## src/rtl/arb_pkg.sv

```systemverilog
// arb_pkg
// Shared types and default widths for the L1 -> L2 arbiter.
//   arb_state_t : arbiter FSM states (idle, serving I-cache, serving D-cache)
//   arb_grant_t : which requester was granted most recently
//   ARB_ADDR_W  : default byte address width
//   ARB_LINE_W  : default cache line width in bits
package arb_pkg;

    localparam int ARB_ADDR_W = 32;
    localparam int ARB_LINE_W = 256;

    typedef enum logic [1:0] {
        ARB_IDLE,
        ARB_SERVE_I,
        ARB_SERVE_D
    } arb_state_t;

    typedef enum logic {
        GRANT_I,
        GRANT_D
    } arb_grant_t;

endpackage

```

## src/rtl/l1_l2_arbiter_ctrl.sv

```systemverilog
// l1_l2_arbiter_ctrl
// Grant FSM for the L1 -> L2 arbiter. Picks one requester from idle, holds the
// grant until L2 completes, then returns to idle for one bubble cycle.
// Optional feature macro: ARB_ROUND_ROBIN_EN (alternating tie-break using
// last_grant); when undefined the D-cache always wins ties.
// Ports:
//   clk, rst    : clock, synchronous active-high reset
//   i_req       : I-cache wants service
//   d_req       : D-cache wants service (read or writeback)
//   l2_resp     : L2 completion strobe
//   state       : current FSM state (drives the datapath muxes in the top)
//   i_resp_en   : I-cache request completes this cycle
//   d_resp_en   : D-cache request completes this cycle
module l1_l2_arbiter_ctrl
    import arb_pkg::*;
(
    input  logic       clk,
    input  logic       rst,
    input  logic       i_req,
    input  logic       d_req,
    input  logic       l2_resp,
    output arb_state_t state,
    output logic       i_resp_en,
    output logic       d_resp_en
);

    arb_state_t next_state;
    logic       d_wins_tie;

`ifdef ARB_ROUND_ROBIN_EN
    arb_grant_t last_grant;

    // Remember the requester of the most recently completed grant so the
    // other one wins the next tie. Resetting to I makes the first tie go to D.
    always_ff @(posedge clk) begin
        if (rst) begin
            last_grant <= GRANT_I;
        end else if (l2_resp) begin
            if (state == ARB_SERVE_I) begin
                last_grant <= GRANT_I;
            end else if (state == ARB_SERVE_D) begin
                last_grant <= GRANT_D;
            end
        end
    end

    assign d_wins_tie = (last_grant == GRANT_I);
`else
    assign d_wins_tie = 1'b1;
`endif

    always_ff @(posedge clk) begin
        if (rst) begin
            state <= ARB_IDLE;
        end else begin
            state <= next_state;
        end
    end

    // A grant is held until L2 completes, even if the requester drops its
    // request; completion always passes through idle, giving the bubble.
    always_comb begin
        next_state = state;
        case (state)
            ARB_IDLE: begin
                if (i_req && d_req) begin
                    next_state = d_wins_tie ? ARB_SERVE_D : ARB_SERVE_I;
                end else if (d_req) begin
                    next_state = ARB_SERVE_D;
                end else if (i_req) begin
                    next_state = ARB_SERVE_I;
                end
            end
            ARB_SERVE_I,
            ARB_SERVE_D: begin
                if (l2_resp) begin
                    next_state = ARB_IDLE;
                end
            end
            default: next_state = ARB_IDLE;
        endcase
    end

    // Completion is combinational from l2_resp; suppressed while reset is
    // asserted so an aborted transaction never reports completion.
    always_comb begin
        i_resp_en = 1'b0;
        d_resp_en = 1'b0;
        if (!rst && l2_resp) begin
            i_resp_en = (state == ARB_SERVE_I);
            d_resp_en = (state == ARB_SERVE_D);
        end
    end

endmodule

```

## src/rtl/l1_l2_arbiter.sv

```systemverilog
// l1_l2_arbiter
// Merges the L1 I-cache and D-cache miss ports into one line-granular L2
// request stream, one transaction at a time.
// Optional feature macro: ARB_ROUND_ROBIN_EN (see l1_l2_arbiter_ctrl).
// Ports:
//   clk, rst                     : clock, synchronous active-high reset
//   i_read, i_addr               : I-cache line read request
//   i_rdata, i_resp              : I-cache returned line / completion
//   d_read, d_write, d_addr      : D-cache read / writeback request
//   d_wdata                      : D-cache writeback line
//   d_rdata, d_resp              : D-cache returned line / completion
//   l2_read, l2_write, l2_addr   : L2 request
//   l2_wdata                     : L2 write line
//   l2_rdata, l2_resp            : L2 returned line / completion
//   l2_access                    : any L2 request active, for statistics
module l1_l2_arbiter
    import arb_pkg::*;
#(
    parameter int ADDR_W = ARB_ADDR_W,
    parameter int LINE_W = ARB_LINE_W
) (
    input  logic              clk,
    input  logic              rst,
    input  logic              i_read,
    input  logic [ADDR_W-1:0] i_addr,
    output logic [LINE_W-1:0] i_rdata,
    output logic              i_resp,
    input  logic              d_read,
    input  logic              d_write,
    input  logic [ADDR_W-1:0] d_addr,
    input  logic [LINE_W-1:0] d_wdata,
    output logic [LINE_W-1:0] d_rdata,
    output logic              d_resp,
    output logic              l2_read,
    output logic              l2_write,
    output logic [ADDR_W-1:0] l2_addr,
    output logic [LINE_W-1:0] l2_wdata,
    input  logic [LINE_W-1:0] l2_rdata,
    input  logic              l2_resp,
    output logic              l2_access
);

    arb_state_t state;
    logic       serve_i;
    logic       serve_d;

    l1_l2_arbiter_ctrl u_ctrl (
        .clk       (clk),
        .rst       (rst),
        .i_req     (i_read),
        .d_req     (d_read | d_write),
        .l2_resp   (l2_resp),
        .state     (state),
        .i_resp_en (i_resp),
        .d_resp_en (d_resp)
    );

    // Datapath is quiet while reset is held, so an abort drops the L2
    // strobes immediately rather than one cycle later.
    assign serve_i = !rst && (state == ARB_SERVE_I);
    assign serve_d = !rst && (state == ARB_SERVE_D);

    // Read data fans out unqualified; only *_resp marks it valid.
    assign i_rdata = l2_rdata;
    assign d_rdata = l2_rdata;

    // The granted requester's request lines pass straight through, including
    // the illegal d_read+d_write combination, which is not filtered.
    always_comb begin
        l2_read  = 1'b0;
        l2_write = 1'b0;
        l2_addr  = '0;
        l2_wdata = '0;
        if (serve_i) begin
            l2_read = i_read;
            l2_addr = i_addr;
        end else if (serve_d) begin
            l2_read  = d_read;
            l2_write = d_write;
            l2_addr  = d_addr;
            l2_wdata = d_wdata;
        end
    end

    assign l2_access = l2_read | l2_write;

endmodule

```

## config.mk

```make
export PLATFORM = sky130hd
export DESIGN_NAME = l1_l2_arbiter
export DESIGN_NICKNAME = d
export VERILOG_FILES = /design/src/rtl/arb_pkg.sv /design/src/rtl/l1_l2_arbiter_ctrl.sv /design/src/rtl/l1_l2_arbiter.sv
export SDC_FILE = /design/constraint.sdc
export NUM_CORES = 1
export LEC_CHECK = 0
export ABC_CLOCK_PERIOD_IN_PS = 2700
export CAP_MARGIN = 20
export CORE_AREA = 8 8 540 542
export CTS_CLUSTER_DIAMETER = 200
export CTS_CLUSTER_SIZE = 16
export DETAILED_ROUTE_END_ITERATION = 8
export DIE_AREA = 0 0 548 550
export SLEW_MARGIN = 20
export SYNTH_ARGS = -nofsm -noshare
export SYNTH_HDL_FRONTEND = slang
export SYNTH_HIERARCHICAL = 1
export SYNTH_SLANG_ARGS = --single-unit
```

## constraint.sdc

```tcl
create_clock -name clk -period 2.7 [get_ports clk]
set_clock_uncertainty 0.2 [all_clocks]
set_input_delay 0.81 -clock clk [delete_from_list [all_inputs] [get_ports clk]]
set_output_delay 0.81 -clock clk [all_outputs]
set_load 0.03 [all_outputs]
```

==> flow_summary.yaml <==
hold_path:
  hold_path_class: "reg -> reg"
die:
  initial_utilization_pct: 2.24
  fp.dieW_microns: 548
  die_h_microns: 550
  fp.dieArea_sq_um: 301000
  row_count: 196
  ioPinCount: 1387
  core-area_sq_um: 283000
worst_setup_path:
  path_buf_inv: 5
  crit_chain: "buf_6, and2b_4, buf_12, buf_16, buf_16, and2_4, buf_12"
  crit_path_max_fanout: 11
  critPathTopFamily: "buffers and inverters"
  cp_data_arrival_time_ps: 2090
  worst_ep_required_time_ps: 1690
  critical-path-max-stage-delay_ps: 290
  cp_max_stage_cell: "sky130_fd_sc_hd__and2b_4"
  end_kind: "output pin"
  worstSetupPathType: "in -> out"
  timing.critical_path.from_type: "input pin"
timing:
  worst_hold_slack_ps: 507
  min_period_ps: 3100
  tightestPinTransition_ps: 730
  setup_viol_count_final: 284
  pins_over_slew_limit: 0
  setup_ws_ps: -396
  max_clock_freq_ghz: 0.323
  timing.final.hold_violations: 0
  rsz0062_at_grt: "true"
  worst_case_headroom_to_the_max_slew_limit_pct: 51.3
  final_min_period_over_clock_period_pct: 115
place:
  gpl.final_weighted_congestion: 0.794
  number_of_buffer_cells_added_on_primary_ports: 618
  placed_area_sq_um: 15200
  dpl.hpwl_microns: 215000
cts:
  clk_transition_reported_paths_ps: 30
  insertion_delay_ps: 220
  cts_tree: "done"
  ctsRootBufferMaster: "sky130_fd_sc_hd__clkbuf_16"
  clock_path_buffers: 2
  h-tree-depth: 1
  cts-buffers-inserted: 3
  clock_sink_count: 2
  ctsHoldBuffers: 0
power:
  p_leak_nw: 5.06
  total_power_w: 0.00339
  p_per_area_nw_per_um2: 208
  worst_ir_drop_vdd_uv: 105
detailed_routing:
  via_count: 7234
  drt-pass1-iter-count: 4
  ant_nets: 0
  routed_wirelength_microns: 223000
  route.detailed.wl_per_inst_microns: 46.6
  drt_first_iter_violations: 272
  via_per_inst: 1.51
  route.detailed.drc: 0
global_route:
  antenna_found_initial: 145
  first_global_vias: 6881
  grt.overflow.total: 0
  grt.total_usage_pct: 14.0
  global_route_wire_length_before_repair_microns: 240000
  pin_count_of_the_biggest_net_entering_global_routing: 40
logic_synthesis:
  synth_largest_area_cell: "sky130_fd_sc_hd__buf_4"
  mappedNetlistNets: 1484
  async_reset_ff_share_pct: 0
  combinational_family_with_the_most_area_after_synthesis: "buffers and inverters"
  post_synth_fa_ha_maj_area_fraction_pct: 0.590
  synth_most_common_cell: "sky130_fd_sc_hd__buf_4"
  ys_ff_latch: 2
  postSynthAreaPerCell_sq_um: 7.07
  yosysUniqueCellTypes: 21
  synthSimpleGateAreaFrac_pct: 28.6
  post_synth_inst_count: 899
  synth_area_sq_um: 6360
  synth-seq-area-share_pct: 0.630
  synthXorXnorAreaFrac_pct: 0
  synth_compound_gate_area_share_pct: 4.33
  synth_top_cells_by_count: "sky130_fd_sc_hd__buf_4, sky130_fd_sc_hd__and2_1, sky130_fd_sc_hd__a22oi_1, sky130_fd_sc_hd__nor2_1, sky130_fd_sc_hd__buf_6"
  leading_post_synthesis_cells_by_cell_area: "sky130_fd_sc_hd__buf_4, sky130_fd_sc_hd__and2_1, sky130_fd_sc_hd__buf_6"
  synth_warn: 6
  synth.area.mux_share_pct: 0
  ys.flop_type: "sky130_fd_sc_hd__dfxtp_1"
  yosysTopAreaCellShare_pct: 60.6
  edff_count_synth: 0
run_status:
  run_status: "finished with violations"
  failing_checks: "setup timing"
flow_run:
  max-cap-violations: 0
layout:
  layout_top_registers: "u_ctrl/state: 2 flops"
  max_flop_register: "u_ctrl/state"
  drive_above_1_share_pct: 60.2
  register_area_sq_um: 40.0
  finished_layout_cell_area_sq_um: 16300
  layout.filler_cells: 33300
  number_of_flip_flops_in_the_largest_register: 2
  layout.nets: 1591
  layout-area-overhead-vs-synth_pct: 157
  multiInputGateArea_sq_um: 2640
-- cell usage in the layout, fill, tap and decap left out, types with 3 or more instances in the layout --
cell	instances
sky130_fd_sc_hd__a21oi_1	3
sky130_fd_sc_hd__a22oi_1	28
sky130_fd_sc_hd__a22oi_2	4
sky130_fd_sc_hd__and2_2	147
sky130_fd_sc_hd__and2_4	109
sky130_fd_sc_hd__buf_12	198
sky130_fd_sc_hd__buf_16	12
sky130_fd_sc_hd__buf_4	50
sky130_fd_sc_hd__buf_6	57
sky130_fd_sc_hd__buf_8	9
sky130_fd_sc_hd__clkbuf_16	7
sky130_fd_sc_hd__clkdlybuf4s50_1	310
sky130_fd_sc_hd__diode_2	27
sky130_fd_sc_hd__dlygate4sd2_1	12
sky130_fd_sc_hd__ha_1	3
sky130_fd_sc_hd__nor2_1	30
-- kinds of logic after synthesis --
logic type                 Yosys count
buffers and inverters              554
and+or+nand+nor                    302
AOI/OAI and AO/OA                   38
adders and majority gates            3
DFF                                  2
-- cell type report --
cell class	instances	share of cell area [%]
Inverter	2	0.0460
Tap cell	3762	28.9
Timing Repair Buffer	654	53.8
Clock buffer	3	0.460
Antenna cell	27	0.414
Multi-Input combinational cell	343	16.2
Sequential cell	2	0.245
-- per-stage QoR --
stage               utilization (%)  setup WS, ps  std cells  TNS (ps)
floorplan                         -         -34.4        899     -7570
global placement               5.38          -826       4744   -125290
detailed placement             5.38          -824       4744   -127080
CTS                            5.62          -406       4760    -87090
global route                   5.73          -389       4766    -92050
finish                         5.76          -396       4793    -83270
-- worst paths after layout --
kind | startpoint | end | slack, ps | depth (start not counted)
min reg2reg | u_ctrl/state[0] | u_ctrl/state[0] | 510 | 3
min | u_ctrl/state[0] | u_ctrl/state[0] | 510 | 3
max reg2reg | u_ctrl/state[0] | u_ctrl/state[1] | 1150 | 6
max | rst | l2_wdata[102] | -400 | 7
-- where the power goes --
group | total, W | internal, W | leakage, nW | switching (W)
clock | 0.000224 | 0.000189 | 0.0371 | 0.0000354
combinational | 0.00313 | 0.00156 | 5.01 | 0.00157
sequential | 0.0000359 | 0.0000334 | 0.0165 | 0.00000254
total | 0.00339 | 0.00178 | 5.06 | 0.00161
-- routing by layer --
| layer | routed length [microns] | part of all wire [%] | vias to the layer above | GRT usage [%] |
|---|---|---|---|---|
| met1 | 49200 | 22 | 2785 | 9.12 |
| li1 | - | - | 2477 | - |
| met2 | 95100 | 43 | 1546 | 21.8 |
| met4 | 6110 | 2.7 | 56 | 2.57 |
| met5 | 466 | 0.21 | - | 0.253 |
| met3 | 72500 | 32 | 370 | 21.1 |
-- worst min-delay path: cells and delay by family (launching register included) --
family	cells	cell delay [ps]
DFF	1	320
buffers and inverters	1	160
AOI/OAI and AO/OA	2	180
-- repair_timing --
| item | in CTS | in global routing |
|---|---|---|
| pin swaps | 13 | 12 |
| resized for setup | 151 | 87 |
| endpoints found under the setup margin | 286 | 292 |
| gates cloned | 8 | 5 |
| buffers inserted | 7 | 2 |
Note: power is estimated with default switching activity, not from simulation.
